[src/rtl/keyboard_pkg.sv]
// Shared definitions for the PS/2 set-2 keyboard event path: decoder states,
// prefix/error byte constants and the packed key-event layout.
package keyboard_pkg;

  typedef enum logic [1:0] {
    ST_IDLE = 2'd0,
    ST_E0   = 2'd1,
    ST_F0   = 2'd2,
    ST_E0F0 = 2'd3
  } dec_state_e;

  localparam logic [7:0] BYTE_E0 = 8'hE0;
  localparam logic [7:0] BYTE_F0 = 8'hF0;
  localparam logic [7:0] BYTE_00 = 8'h00;
  localparam logic [7:0] BYTE_FF = 8'hFF;

  localparam int EVT_W = 10;

  typedef struct packed {
    logic       ext;
    logic       brk;
    logic [7:0] code;
  } kbd_evt_t;

  // Identity of a key for the repeat filter: make and break share this key.
  function automatic logic [8:0] evt_key(input kbd_evt_t e);
    return {e.ext, e.code};
  endfunction

endpackage

[src/rtl/event_fifo.sv]
// Synchronous FIFO with registered storage; pointers carry one extra wrap bit
// so full/empty are told apart without a separate counter.
module event_fifo #(
  parameter int WIDTH = 10,
  parameter int DEPTH = 8,
  localparam int AW   = $clog2(DEPTH)
) (
  input  logic             clk,
  input  logic             rst_n,
  input  logic             push_i,
  input  logic [WIDTH-1:0] din_i,
  input  logic             pop_i,
  output logic [WIDTH-1:0] dout_o,
  output logic             full_o,
  output logic             empty_o,
  output logic [AW:0]      count_o
);

  localparam logic [AW:0] PTR_ONE = {{AW{1'b0}}, 1'b1};

  logic [WIDTH-1:0] mem_q [DEPTH];
  logic [AW:0]      wptr_q;
  logic [AW:0]      rptr_q;
  logic             do_push_s;
  logic             do_pop_s;

  assign empty_o   = (wptr_q == rptr_q);
  assign full_o    = (wptr_q[AW] != rptr_q[AW]) && (wptr_q[AW-1:0] == rptr_q[AW-1:0]);
  assign do_pop_s  = pop_i & ~empty_o;
  // A pop in the same cycle frees the slot, so a full FIFO can still accept.
  assign do_push_s = push_i & (~full_o | do_pop_s);
  assign dout_o    = mem_q[rptr_q[AW-1:0]];
  assign count_o   = wptr_q - rptr_q;

  always_ff @(posedge clk or negedge rst_n) begin
    if (!rst_n) begin
      wptr_q <= '0;
      rptr_q <= '0;
      for (int i = 0; i < DEPTH; i++) begin
        mem_q[i] <= '0;
      end
    end else begin
      if (do_push_s) begin
        mem_q[wptr_q[AW-1:0]] <= din_i;
        wptr_q                <= wptr_q + PTR_ONE;
      end
      if (do_pop_s) begin
        rptr_q <= rptr_q + PTR_ONE;
      end
    end
  end

endmodule

[src/rtl/keyboard_event_reader.sv]
// Pops PS/2 bytes from the receiver FIFO, folds E0/F0 prefixes into complete
// key events, optionally filters typematic repeats and buffers the events.
module keyboard_event_reader
  import keyboard_pkg::*;
#(
  parameter int DEPTH         = 8,
  parameter int FILTER_REPEAT = 1,
  parameter int DROP_W        = 8
) (
  input  logic                     clk,
  input  logic                     rst_n,
  input  logic [7:0]               ps2_data,
  input  logic                     ps2_ready,
  output logic                     ps2_nextdata,
  output logic                     evt_valid,
  input  logic                     evt_ready,
  output logic [7:0]               evt_code,
  output logic                     evt_ext,
  output logic                     evt_brk,
  output logic [$clog2(DEPTH):0]   evt_count,
  output logic [DROP_W-1:0]        drop_cnt
);

  localparam logic [DROP_W-1:0] DROP_ONE = {{(DROP_W-1){1'b0}}, 1'b1};

  dec_state_e        state_q, state_d;
  logic              nextdata_q;
  logic              held_vld_q, held_vld_d;
  logic [8:0]        held_key_q, held_key_d;
  logic [DROP_W-1:0] drop_q, drop_d;
  logic              accept_s;
  logic              raw_vld_s;
  kbd_evt_t          raw_evt_s;
  logic              emit_s;
  logic              fifo_full_s;
  logic              fifo_empty_s;
  logic              fifo_pop_s;
  kbd_evt_t          head_s;

  assign accept_s   = ps2_ready & ~nextdata_q;
  assign fifo_pop_s = evt_valid & evt_ready;

  // Prefix decoder and repeat filter.
  always_comb begin
    state_d    = state_q;
    held_vld_d = held_vld_q;
    held_key_d = held_key_q;
    raw_vld_s  = 1'b0;
    raw_evt_s  = '0;
    emit_s     = 1'b0;
    if (accept_s) begin
      case (ps2_data)
        BYTE_E0: state_d = ST_E0;
        BYTE_F0: begin
          case (state_q)
            ST_IDLE: state_d = ST_F0;
            ST_E0:   state_d = ST_E0F0;
            default: state_d = state_q;
          endcase
        end
        BYTE_00, BYTE_FF: state_d = ST_IDLE;
        default: begin
          raw_vld_s      = 1'b1;
          raw_evt_s.ext  = (state_q == ST_E0) || (state_q == ST_E0F0);
          raw_evt_s.brk  = (state_q == ST_F0) || (state_q == ST_E0F0);
          raw_evt_s.code = ps2_data;
          state_d        = ST_IDLE;
        end
      endcase
    end else begin
      state_d = state_q;
    end

    // Filter state follows every emitted event, whether or not the FIFO takes it.
    if (raw_vld_s) begin
      if (raw_evt_s.brk) begin
        emit_s = 1'b1;
        if (held_vld_q && (held_key_q == evt_key(raw_evt_s))) begin
          held_vld_d = 1'b0;
        end else begin
          held_vld_d = held_vld_q;
        end
      end else if ((FILTER_REPEAT != 0) && held_vld_q && (held_key_q == evt_key(raw_evt_s))) begin
        emit_s = 1'b0;
      end else begin
        emit_s     = 1'b1;
        held_vld_d = 1'b1;
        held_key_d = evt_key(raw_evt_s);
      end
    end else begin
      emit_s = 1'b0;
    end
  end

  // Saturating count of events lost to a full FIFO.
  always_comb begin
    drop_d = drop_q;
    if (emit_s && fifo_full_s && !fifo_pop_s && (drop_q != '1)) begin
      drop_d = drop_q + DROP_ONE;
    end else begin
      drop_d = drop_q;
    end
  end

  // Decoder, filter, drop counter and pop-pulse registers.
  always_ff @(posedge clk or negedge rst_n) begin
    if (!rst_n) begin
      state_q    <= ST_IDLE;
      nextdata_q <= 1'b0;
      held_vld_q <= 1'b0;
      held_key_q <= 9'h000;
      drop_q     <= '0;
    end else begin
      state_q    <= state_d;
      nextdata_q <= accept_s;
      held_vld_q <= held_vld_d;
      held_key_q <= held_key_d;
      drop_q     <= drop_d;
    end
  end

  event_fifo #(
    .WIDTH (EVT_W),
    .DEPTH (DEPTH)
  ) u_fifo (
    .clk     (clk),
    .rst_n   (rst_n),
    .push_i  (emit_s),
    .din_i   (raw_evt_s),
    .pop_i   (fifo_pop_s),
    .dout_o  (head_s),
    .full_o  (fifo_full_s),
    .empty_o (fifo_empty_s),
    .count_o (evt_count)
  );

  assign ps2_nextdata = nextdata_q;
  assign evt_valid    = ~fifo_empty_s;
  assign evt_code     = head_s.code;
  assign evt_ext      = head_s.ext;
  assign evt_brk      = head_s.brk;
  assign drop_cnt     = drop_q;

endmodule

[config.mk]
export PLATFORM = sky130hd
export DESIGN_NAME = keyboard_event_reader
export DESIGN_NICKNAME = d
export VERILOG_FILES = /design/src/rtl/keyboard_pkg.sv /design/src/rtl/event_fifo.sv /design/src/rtl/keyboard_event_reader.sv
export SDC_FILE = /design/constraint.sdc
export NUM_CORES = 1
export LEC_CHECK = 0
export ABC_CLOCK_PERIOD_IN_PS = 3440
export BUFFER_PORTS_ARGS = -buffer_cell sky130_fd_sc_hd__buf_2
export CAP_MARGIN = 20
export CORE_UTILIZATION = 61
export DETAILED_ROUTE_END_ITERATION = 12
export GPL_TIMING_DRIVEN = 0
export PLACE_DENSITY = 0.91
export REMOVE_ABC_BUFFERS = 1
export SETUP_SLACK_MARGIN = 0.15
export SKIP_LAST_GASP = 1
export SLEW_MARGIN = 0
export SYNTH_ARGS = -nofsm -noshare
export SYNTH_HDL_FRONTEND = slang
export SYNTH_SLANG_ARGS = --single-unit
[constraint.sdc]
create_clock -name clk -period 3.44 [get_ports clk]
set_clock_uncertainty 0.05 [all_clocks]
set_input_delay 0.172 -clock clk [delete_from_list [all_inputs] [get_ports clk]]
set_output_delay 0.172 -clock clk [all_outputs]
set_load 0.01 [all_outputs]
* Word level (Yosys, flattened, before mapping) *
Cells that the tools add are included.
W data, S select, Z words.

storage, ports and cells
  input bits = 12
  bits in registers = 109

cells by class
  bitwise gates (word level) = 12
  add/subtract/negate cells = 4
  reduce and logical (&&, ||, !) cells = 15
  muxes and demuxes = 18
  $lt $le $gt $ge = 3
  equality and inequality tests = 14

operators with widths
  operator               number
  $bwmux W80             1
  $mux W10               5
  $bmux W10 S3           1
  $demux W10 S3          1
  $eq A8 B8 Y1 const B   3
  $eq A9 B9 Y1           1
  $add A4 B1 Y4 const B  2
  $add A8 B1 Y8 const B  1
  $ge A4 B4 Y1 const B   2
  $logic_not A8 Y1       1
  $mux W1                8
  $ne A8 B8 Y1 const B   1
  $not A3 Y4             2
  $pmux W2 S2            2
  $logic_and A1 B1 Y1    6
  $reduce_and A3 Y1      2
  $not A1 Y1             5
  $and A1 B1 Y1          4
  $eq A2 B2 Y1 const B   2
  $eq A4 B4 Y1           1
  $lt A4 B1 Y1 const B   1
  $reduce_or A4 Y1       1
  $sub A4 B4 Y4          1
  $eq A3 B3 Y1           1
  10 further kinds       11

* Depth between registers and ports, before layout *
Gate-level depths: netlist (run 1).

  depth in word-level cells = 12
  depth in mapped cells = 13
  gate-level depth less buffers = 11

* By module *
A second synthesis (run 1) with hierarchy kept.

second synthesis, totals
  cell total of the unflattened synthesis = 407
  area, all modules = 5482.8 um^2

by module, submodules not included
  module                 instances  cells each  area each (um^2)
  event_fifo             1          280         4232.8
  keyboard_event_reader  1          127         1249.9

* Worst setup path before layout (run 1) *
Ideal clock, no wire load.

  kind = input-to-reg
  start point = input port ps2_data[4]
  end point = register u_fifo.mem_q[10] (netlist bit)
  cell stages on the path = 12
  required time = 3.265 ns
  path slack = 0.680 ns
  arrival = 2.585 ns
  path through = buf_2 -> nor4_1 -> a21oi_2 -> o21a_1 -> buf_6 -> a21oi_1 -> a211oi_1 -> and4_1 -> ha_1 -> nor3_1 -> nand3_2 -> mux2_2

between the ends
  word-level cells in the longest chain between the ends = 10
  elaborated cells on any way between the ends = 16
  classes of those cells = eq/ne: 4; mux: 8; bitwise: 1; reduce/logical: 3

ends and longest elaborated chain
  element                                                  RTL line                     text
  start: declaration                                       keyboard_event_reader.sv:12  input logic [7:0] ps2_data,
  $eq A8 B8 Y1 / $logic_not A8 Y1 (equally long branches)  keyboard_event_reader.sv:52  case (ps2_data)
  $reduce_or A4 Y1 (no source line)                        n/a
  $mux W10                                                 keyboard_event_reader.sv:52
  $mux W10                                                 keyboard_event_reader.sv:51  if (accept_s) begin
  $eq A9 B9 Y1                                             keyboard_event_reader.sv:83  end else if ((FILTER_REPEAT != 0) && held_vld_q && (held_key_q == evt_key(raw_evt_s))) begin
  $logic_and A1 B1 Y1                                      keyboard_event_reader.sv:83
  $mux W1                                                  keyboard_event_reader.sv:83
  $mux W1                                                  keyboard_event_reader.sv:76  if (raw_evt_s.brk) begin
  $mux W1                                                  keyboard_event_reader.sv:75  if (raw_vld_s) begin
  $and A1 B1 Y1                                            event_fifo.sv:31             assign do_push_s = push_i & (~full_o | do_pop_s);
  end signal: indexed assignment                           event_fifo.sv:44             mem_q[wptr_q[AW-1:0]] <= din_i;
  end: declaration                                         event_fifo.sv:21             logic [WIDTH-1:0] mem_q [DEPTH];

Parallel ways exist; a longest one is shown, timed or not.
A chain may end at the register's enable or synchronous reset.

* Final worst setup path (run 1) *
  start point = register nextdata_q (netlist: ps2_nextdata)
  end point = register u_fifo.mem_q[2] (netlist bit)

between the ends
  word-level cells in the longest chain between the ends = 9
  elaborated cells on any way between the ends = 11
  classes of those cells = eq/ne: 1; mux: 6; bitwise: 3; reduce/logical: 1

ends and longest elaborated chain
  element                   RTL line                      text
  start: declaration        keyboard_event_reader.sv:27   logic nextdata_q;
  start signal: assignment  keyboard_event_reader.sv:115  nextdata_q <= accept_s;
  $not A1 Y1 *              keyboard_event_reader.sv:40   assign accept_s = ps2_ready & ~nextdata_q;
  $and A1 B1 Y1 *           keyboard_event_reader.sv:40
  via accept_s              keyboard_event_reader.sv:31   logic accept_s;
  $mux W10                  keyboard_event_reader.sv:51
  $eq A9 B9 Y1              keyboard_event_reader.sv:83
  $logic_and A1 B1 Y1       keyboard_event_reader.sv:83
  $mux W1                   keyboard_event_reader.sv:83
  $mux W1                   keyboard_event_reader.sv:76
  $mux W1                   keyboard_event_reader.sv:75
  $and A1 B1 Y1             event_fifo.sv:31

The timed path passes the listed nets; every way through them passes the cells marked *.

==> impl_results.md, run 1 <==
* Post-synth EDFFs at 0
* Vias in the first global route at 3464
* DRC errors left at 0
* Slew @ Worst Pin at 0.808 ns
* Synth area leader: dfrtp_1
* Width of the die at 96.5 µm
* IO Pins at 36
* Share of the synthesized area in the top cell type at 0.501
* # rows at 34
* CTS root buf: clkbuf_8
* Slew Viols, Final at 0
* Yosys warnings at 0
* Worst-path maximum fanout at 11
* Largest cells by area after synthesis: dfrtp_1 (50%), mux2_2 (16%), mux4_2 (8.3%)
* Critical path type: flop to flop
* GPL Wtd Cong at a little over 0.8
* Die Y at 96.5 µm
* Top-count cell post-synth: dfrtp_1
* Required time worst endpoint at 3.64 ns
* Starting Density at 0.627
* Pre-CTS WS at -0.300 ns
* Die area at 0.00930 mm²
* P_leak at approximately 2.8 nW
* Routed Antenna Nets at 0
* Final setup TNS at 0 ns
* Latest clock arrival within the worst-skew pair at between 0.3 and 0.4 ns
* Slowest cell on crit path: dfrtp_1
* Area growth syn-to-layout at 10.1%
* Relative slew slack at 0.461
* Placed Area at approximately 0.0057 mm²
* Post-Route WL at 11200 µm
* Hold Slack at 0.0372 ns
* CTS tree: yes
* Cell Pwr Density at 778 mW/mm²
* Setup crit start kind: flop
* Initial DRC count at 151
* CP Capture Type: flop
* Final Cell Area at 0.00599 mm²
* Crit path largest cell delay at between 0.3 and 0.4 ns
* Avg Cell Area, Syn at 13.1 µm²
* Commonest cells post-synth: dfrtp_1 (109), mux2_2 (75), nand2_1 (41), mux4_2 (20)
* Total power at 4.66 mW
* Tmin final at 3.07 ns
* CP arrival at around 3.3 ns
* CTS H-tree depth at 3
* Synth Register Bits at 109
* Maxcap violations at 0
* Crit share post-route at 0.891
* Mapped Cells at 414
* Final WS setup at approximately 0.37 ns
* Buffers on Ports at 35
* Post-synthesis cell area at 0.00544 mm²
* Drt via density at between 6 and 7
* Peak VDD IR at 412 µV
* Hold Crit Class: input pin to flop
* Final hold vios at 0
* Drt pass-1 iters at 4
* DP HPWL at 7010 µm
* Post-synthesis sequential area ratio at 0.501
* Total GRT Usage at 0.270
* Routed len/inst at roughly 20 µm
* Unrepaired setup endpoints after global routing: false
* Clock Pin Slew Worst Setup and Hold Paths at 0.10 ns
* Overflow after GRT at 0
* Final Util at 0.691
* First-pass GRT wire length at 18200 µm
* Initial antenna violation count at 0
* Unique cell type count in the Yosys netlist at 49
* CORE AREA at 0.00868 mm²
* Synth Flop Type: dfrtp_1
* Final Setup Violations at 0
* Crit-path cells: nand2b_1 -> inv_2 -> o21a_1 -> o21ai_0 -> a22o_1 -> and4_1 -> ha_1 -> nand4b_1 -> nor3_4 -> buf_12 -> mux2_1
* Async set or reset register ratio after synthesis at 1.00
* FMAX at 326 MHz
* Longest Clk Path Bufs at 2
* Dpl cells at 536
* Share of cells above drive strength 1 at 0.408
* Ant diodes at 0
* Vias at 3401
* Largest net degree at the start of global routing at 58
* Cts bufs inserted at 9
* Nets at 465
* Number of clock sinks at 109
* Status: completed
* Fin cells at 556
[path summary, 6_finish.rpt]
path	from	to	slack [ns]	depth (start not counted)
setup / recovery	ps2_nextdata	u_fifo.mem_q[2]	0.37	11
hold / removal	ps2_data[5]	held_key_q[5]	0.04	2
setup reg to reg	ps2_nextdata	u_fifo.mem_q[2]	0.37	11
hold reg to reg	state_q[1]	held_vld_q	0.45	1
max in group asynchronous	rst_n	u_fifo.mem_q[48]	2.24	3
min in group asynchronous	rst_n	u_fifo.rptr_q[2]	0.36	2
[sequential cells by signal, indices dropped and copies added, names as in the netlist]
signal,flops
u_fifo.mem_q,80
u_fifo.rptr_q,4
ps2_nextdata,1
state_q,2
u_fifo.wptr_q,4
held_vld_q,1
drop_cnt,8
held_key_q,9
[placed cells by master (no fill, tap or decap), types with 4 or more instances in the layout]
cell / count
inv_1: 11
mux4_2: 20
and2_1: 5
dfrtp_1: 107
mux2_4: 10
nand2_1: 41
xor2_1: 10
mux2_2: 75
mux2_1: 4
nor2_1: 11
buf_2: 34
nor3_1: 6
o21ai_0: 8
nand2_2: 4
and2_0: 5
clkbuf_8: 10
ha_1: 8
nand4_1: 4
xnor2_1: 12
nand3_1: 11
[power by group]
group          leakage [nW]  switching [mW]  internal (mW)
combinational          1.32           0.794          0.974
clock                0.0927           0.422          0.355
sequential             1.43           0.416           1.70
[routing by layer]
layer / GRT usage / wire (µm) / vias to the layer above
met5: 0 / 0 / -
met4: 0.0772 / 184 / 0
met3: 0.0556 / 440 / 21
met2: 0.466 / 5840 / 80
met1: 0.349 / 4750 / 1775
li1: - / - / 1525
[worst max-delay path: cells and delay by family (launching register included)]
kind,cells,cell delay (ns)
mux,1,0.33
flops,1,0.38
simple gates,4,0.98
fa+ha+maj,1,0.27
buf+inv,2,0.32
compound gates,3,0.60
[cell type report]
cell class	instances	area (µm²)
multi-input cells	271	2590
clock buffers	12	145
clock inverters	3	46.3
repair buffers	41	303
well taps	108	135
inverters	12	45.0
flip-flops and latches	109	2730
fillers	629	2690
[cells by family after synthesis]
family	after synthesis	share of synthesized area
muxes	109	0.274
xor gates and xnor gates	22	0.0354
DFF	109	0.501
buffers and inverters	34	0.0294
AOI/OAI and AO/OA	23	0.0308
and+or+nand+nor	108	0.107
adders and majority gates	9	0.0221
[repair_timing]
| action | CTS | global route |
|---|---|---|
| endpoints found under the setup margin | 51 | 83 |
| hold buffers | 1 | 0 |
| setup buffers | 2 | 1 |
| gates cloned | 0 | 0 |
| pin swaps | 1 | 1 |
| endpoints found under the hold margin | 56 | 0 |
| gates resized for setup | 3 | 8 |
(Power assumes the default switching activity.)
==> run 2: changes to the inputs <==
Settings changed: BUFFER_PORTS_ARGS -buffer_cell sky130_fd_sc_hd__buf_2 to -buffer_cell sky130_fd_sc_hd__buf_4.
==> run 2 against run 1 <==
Net effect: via count barely moved; clock-buffer cell count stayed put; worst hold slack got worse by 0.025 ns; highest routed layer unchanged; core utilization rose by 0.91 points.
==> impl_results.md, run 2 (synthesis results as in run 1) <==
* Overflow after GRT at 0 (unchanged)
* Hold path startpoint: ps2_data[6]
* Required time worst endpoint at 3.66 ns (+0.02 ns)
* # rows at 34 (unchanged)
* FF-to-FF Start: ps2_nextdata
* Final Cell Area at 0.00607 mm² (+1.3%)
* Relative slew slack at 0.577 (+0.116)
* Cts bufs inserted at 9 (unchanged)
* First-pass GRT wire length at 17800 µm (-2.1%)
* Largest register FFs at 80 (unchanged)
* Slowest cell on crit path: nor3_1
* Die Y at 96.5 µm (unchanged)
* Final hold vios at 0 (unchanged)
* Unrepaired setup endpoints after global routing: false
* DP HPWL at 6910 µm (-1.4%)
* Routed len/inst at 19.4 µm (-3.9%)
* CTS H-tree depth at 3 (unchanged)
* Vias at 3398 (-0.088%)
* Width of the die at 96.5 µm (unchanged)
* Status: completed
* Commonest cells after routing, fill and taps aside: dfrtp_1 (108), mux2_2 (75), nand2_1 (41)
* Clock share of power at 0.155 (-0.012)
* Final setup TNS at 0 ns (unchanged)
* Crit path largest cell delay at 0.40 ns (+0.02 ns)
* Tmin final at 3.14 ns (+0.0788 ns)
* CTS root buf: clkbuf_8
* Total GRT Usage at 0.262 (-0.00845)
* CORE AREA at 0.00868 mm² (unchanged)
* Post-Route WL at 10900 µm (-2.9%)
* DR WL met3 at 472 µm (+7.3%)
* Vias in the first global route at 3587 (+3.6%)
* Share of cells above drive strength 1 at 0.405 (-0.00320)
* Peak VDD IR at 434 µV (+5.5%)
* Ant diodes at 0 (unchanged)
* Starting Density at 0.627 (unchanged)
* Psw at 1.63 mW (-0.18%)
* Largest Register: u_fifo.mem_q
* Uppermost layer routed: met4
* Multi-input gate area at 0.00257 mm² (-0.73%)
* Flop pwr share at 0.444 (-0.010)
* Maxcap violations at 0 (unchanged)
* Worst-path maximum fanout at 10 (-1)
* Slew @ Worst Pin at 0.634 ns (-0.174 ns)
* CP Capture Type: flop
* Drt via density at 6.05 (-1.2%)
* Fillcell total at 602 (-4.3%)
* Die area at 0.00930 mm² (unchanged)
* Latest clock arrival within the worst-skew pair at 0.38 ns (about the same)
* Clock Pin Slew Worst Setup and Hold Paths at 0.10 ns (about the same)
* FMAX at 318 MHz (-2.5%)
* Commonest non-fill, non-tap cell in the layout: dfrtp_1
* Dpl cells at 537 (+0.19%)
* Setup crit start kind: flop
* GPL Wtd Cong at 0.789 (-5.1%)
* Met1 Routed Length at 4690 µm (-1.4%)
* Nets at 470 (+1.1%)
* Placed Area at 0.00578 mm² (+2.0%)
* Path depth of the worst reg2reg path at 10 (-1)
* IO Pins at 36 (unchanged)
* Routed wl met2 at 5380 µm (-7.9%)
* P_leak at 2.87 nW (+0.85%)
* Slew Viols, Final at 0 (unchanged)
* CP Buf/Inv Count at 1 (-1)
* Reg-to-Reg End: u_fifo.mem_q[77]
* CP arrival at 3.36 ns (+0.10 ns)
* Number of clock sinks at 109 (unchanged)
* Worst Hold Path EP: held_key_q[6]
* DRC errors left at 0 (unchanged)
* Int Power at 3.06 mW (+1.1%)
* Hold Crit Class: input pin to flop
* Fin cells at 562 (+1.1%)
* Final Setup Violations at 0 (unchanged)
* Sw Share at 0.347 (-0.00290)
* Combinational Power Share at 0.401 (+0.022)
* Longest Clk Path Bufs at 2 (unchanged)
* Drt pass-1 iters at 4 (unchanged)
* Top delay family on crit path: simple AND/OR/NAND/NOR gates
* Crit share post-route at 0.914 (+0.0229)
* Hold Slack at 0.0118 ns (-0.0254 ns)
* Area growth syn-to-layout at 11.6%
* Crit-path cells: nand2b_1 -> inv_1 -> o21a_1 -> and2_2 -> xnor2_1 -> and4_1 -> ha_1 -> nor3_1 -> nand2_2 -> mux2_2
* CTS tree: yes
* Critical path type: flop to flop
* Routed Antenna Nets at 0 (unchanged)
* Initial antenna violation count at 0 (unchanged)
* Cells on Worst Hold Path at 2 (unchanged)
* Cell Pwr Density at 773 mW/mm² (-0.65%)
* Largest net degree at the start of global routing at 79 (+36%)
* Initial DRC count at 120 (-21%)
* Reg2Reg Setup Slack at 0.30 ns (-0.08 ns)
* Sequential Area at 0.00273 mm² (about the same)
* Buffers on Ports at 35 (unchanged)
run 2: changes by cell type in the layout (fill, tap and decap cells not counted), moves of 2 or more:
cell     before  now
nor3_1        6    8
buf_4         1   40
nand3_4       2    0
nand3_2       2    4
nor3_2        3    0
buf_2        34    0
run 2: worst max-delay path by stage:
stage                startpoint  slack (ns)          endpoint  cells after the start
6_report           ps2_nextdata        0.30  u_fifo.mem_q[77]                     10
5_1_grt            ps2_nextdata        0.15   u_fifo.mem_q[8]                     11
4_1_cts            ps2_nextdata        0.17  u_fifo.mem_q[25]                     10
3_5_place_dp       ps2_nextdata       -0.25   u_fifo.mem_q[8]                      9
3_3_place_gp   u_fifo.rptr_q[0]       -0.30  u_fifo.mem_q[40]                      6
2_1_floorplan  u_fifo.rptr_q[0]        0.42  u_fifo.mem_q[40]                      6
run 2: layout make-up:
| cell class | count | share of cell area |
|---|---|---|
| flip-flops and latches | 109 | 0.449 |
| well taps | 108 | 0.0223 |
| inverters | 12 | 0.00742 |
| clock inverters | 4 | 0.00536 |
| repair buffers | 46 | 0.0684 |
| multi-input cells | 271 | 0.423 |
| clock buffers | 12 | 0.0239 |
run 2: power groups by stage:
stage               sequential (mW)  clock, mW  combinational (mW)
CTS                            2.08      0.739                1.85
floorplan                      2.01          0                1.22
global placement               2.10          0                1.65
detailed placement             2.10          0                1.83
global route                   2.14      0.784                2.03
finish                         2.08      0.729                1.88
run 2: routing by layer:
layer	vias to the layer above	GRT usage
met3	35	0.0540
met5	-	0
met4	0	0.114
li1	1538	-
met1	1726	0.343
met2	99	0.427
run 2: timing repair:
item | in CTS | in global routing
setup endpoints to repair | 60 | 82
hold buffers | 2 | 0
buffers inserted | 5 | 2
pin swaps | 2 | 2
endpoints found under the hold margin | 32 | 0
resized for setup | 3 | 4
run 2: metrics by stage:
| stage | setup slack (ns) | total power [mW] | utilization |
|---|---|---|---|
| after floorplan | 0.421 | 3.23 | - |
| after global placement | -0.298 | 3.75 | 0.660 |
| after detailed placement | -0.249 | 3.93 | 0.666 |
| after CTS | 0.167 | 4.67 | 0.695 |
| after global routing | 0.153 | 4.95 | 0.700 |
| final | 0.296 | 4.69 | 0.700 |
==> run 3: changes to the inputs <==
==> constraint.sdc (replaced) <==
create_clock -name clk -period 3.44 [get_ports clk]
set_clock_uncertainty 0.05 [all_clocks]
set_input_delay 0.688 -clock clk [delete_from_list [all_inputs] [get_ports clk]]
set_output_delay 0.688 -clock clk [all_outputs]
set_load 0.01 [all_outputs]
==> run 3 against run 2 <==
Net effect: final cell count decreased by 0.36%; critical path depth decreased by 5; sequential share of layout area about the same; fmax decreased by 2.0%; register-to-register slack got worse by 0.06 ns; clock power about the same; combinational power about the same; worst hold slack improved by 0.18 ns; die area unchanged; largest cell class unchanged.
==> impl_results.md, run 3 (synthesis results as in run 1) <==
* Reg-to-Reg End: u_fifo.mem_q[48]
* Cts bufs inserted at 9 (unchanged)
* Routed Antenna Nets at 0 (unchanged)
* Longest Clk Path Bufs at 2 (unchanged)
* Crit-path cells: inv_1 -> ha_1 -> a21oi_1 -> xnor2_1 -> buf_4
* Ant diodes at 0 (unchanged)
* Setup crit start kind: flop
* Buffers on Ports at 35 (unchanged)
* Clock Pin Slew Worst Setup and Hold Paths at 0.11 ns (about the same)
* Drt via density at 6.06 (+0.15%)
* Final setup TNS at 0 ns (unchanged)
* CTS root buf: clkbuf_8
* Number of clock sinks at 109 (unchanged)
* CP arrival at 2.47 ns (-0.89 ns)
* Routed len/inst at 19.4 µm (about the same)
* Drt pass-1 iters at 4 (unchanged)
* Final Setup Violations at 0 (unchanged)
* Crit path largest cell delay at 0.73 ns (+0.33 ns)
* Reg2Reg Setup Slack at 0.24 ns (-0.06 ns)
* Overflow after GRT at 0 (unchanged)
* Worst-path maximum fanout at 13 (+3)
* Slew @ Worst Pin at 0.638 ns (+0.00355 ns)
* Critical path type: flop to primary output
* Path depth of the worst reg2reg path at 8 (-2)
* # rows at 34 (unchanged)
* GPL Wtd Cong at 0.789 (unchanged)
* Final Cell Area at 0.00608 mm² (+0.10%)
* First-pass GRT wire length at 17900 µm (+0.54%)
* Status: completed
* Slowest cell on crit path: dfrtp_1
* Hold Crit Class: input pin to asynchronous set/reset pin
* Final WS setup at 0.232 ns (-0.0641 ns)
* Maxcap violations at 0 (unchanged)
* Relative slew slack at 0.575 (-0.00237)
* Busiest grt layer: met2
* Final hold vios at 0 (unchanged)
* Die Y at 96.5 µm (unchanged)
* Starting Density at 0.627 (unchanged)
* CTS tree: yes
* P_leak at 2.87 nW (-0.11%)
* Initial DRC count at 114 (-5.0%)
* Placed Area at 0.00578 mm² (unchanged)
* Latest clock arrival within the worst-skew pair at 0.37 ns (about the same)
* CP Capture Type: primary output
* Cell Pwr Density at 774 mW/mm² (+0.16%)
* Vias at 3391 (-0.21%)
* FF-to-FF Start: u_fifo.rptr_q[2]
* Nets at 468 (-0.43%)
* Final Util at 0.700 (+0.000721)
* Area growth syn-to-layout at 11.7%
* # hold bufs at CTS at 0 (-2)
* Share of cells above drive strength 1 at 0.416 (+0.0106)
* M2 GR Usage at 0.435 (+0.00880)
* Width of the die at 96.5 µm (unchanged)
* Peak VDD IR at 417 µV (-4.1%)
* Pre-CTS WS at -0.732 ns (-0.482 ns)
* Required time worst endpoint at 2.70 ns (-0.96 ns)
* Post-Route WL at 10900 µm (-0.33%)
* DRC errors left at 0 (unchanged)
* Unrepaired setup endpoints after global routing: false
* Commonest non-fill, non-tap cell in the layout: dfrtp_1
* Vias in the first global route at 3575 (-0.33%)
* Initial antenna violation count at 0 (unchanged)
* Largest Register: u_fifo.mem_q
* CTS H-tree depth at 3 (unchanged)
* Slew Viols, Final at 0 (unchanged)
* Largest register FFs at 80 (unchanged)
* Tmin final at 3.21 ns (+0.0641 ns)
* DP HPWL at 6910 µm (unchanged)
* Die area at 0.00930 mm² (unchanged)
* Total GRT Usage at 0.263 (+0.000687)
* Crit share post-route at 0.933 (+0.0186)
* IO Pins at 36 (unchanged)
* CORE AREA at 0.00868 mm² (unchanged)
* FMAX at 312 MHz (-2.0%)
* GRT met3 Usage at 0.0524 (-0.00156)
* Total power at 4.70 mW (+0.26%)
* Commonest cells after routing, fill and taps aside: dfrtp_1 (108), mux2_2 (75), nand2_1 (41)
* Largest net degree at the start of global routing at 79 (unchanged)
* Global Route met1 Usage at 0.344 (+0.00108)
-- run 3: cell type report --
class                      instances  area (µm²)
inverter                          12        45.0
clock inverter                     4        32.5
multi-input combinational        271        2600
sequential                       109        2730
clock buffer                      12         145
tap                              108         135
fill                             593        2600
timing repair buffer              44         395
-- run 3: where the power goes --
part	switching [mW]	internal, mW	total (mW)
logic	0.810	1.08	1.89
clock network	0.437	0.289	0.726
registers	0.393	1.70	2.09
-- run 3: per-layer routing --
metal  vias to the layer above  routed length (µm)
li1                       1536                   -
met3                        26                 565
met5                         -                   0
met1                      1727                4540
met2                       102                5480
met4                         0                 272
-- run 3: how the worst max path moves through the flow --
stage                          start               end  slack, ns  depth (start not counted)
finish              u_fifo.rptr_q[2]      evt_count[3]       0.23                          5
global route        u_fifo.rptr_q[2]  u_fifo.mem_q[37]       0.15                          8
CTS                      ps2_data[0]   u_fifo.mem_q[8]       0.15                         12
detailed placement       ps2_data[3]   u_fifo.mem_q[8]      -0.73                         10
global placement         ps2_data[3]   u_fifo.mem_q[1]      -0.66                         10
floorplan                ps2_data[0]   u_fifo.mem_q[0]       0.06                         10
-- run 3: what timing repair did --
action | CTS | global route
hold endpoints to repair | 0 | 0
gates resized for setup | 5 | 8
pin swaps | 5 | 4
endpoints found under the setup margin | 80 | 84
buffers inserted | 6 | 1
-- run 3: stage by stage --
| stage | hold slack, ns | std cells |
|---|---|---|
| 6_report | 0.191 | 560 |
| 3_5_place_dp | 0.431 | 537 |
| 5_1_grt | 0.222 | 560 |
| 3_3_place_gp | 0.413 | 535 |
| 2_1_floorplan | 0.342 | 392 |
| 4_1_cts | 0.202 | 559 |
-- run 3: worst max-delay path, delay by kind of cell (launching register included) --
kind	cells	cell delay, ns
AOI/OAI and AO/OA	1	0.20
xor gates and xnor gates	1	0.13
adders and majority gates	1	0.48
buffers and inverters	2	0.55
DFF	1	0.73
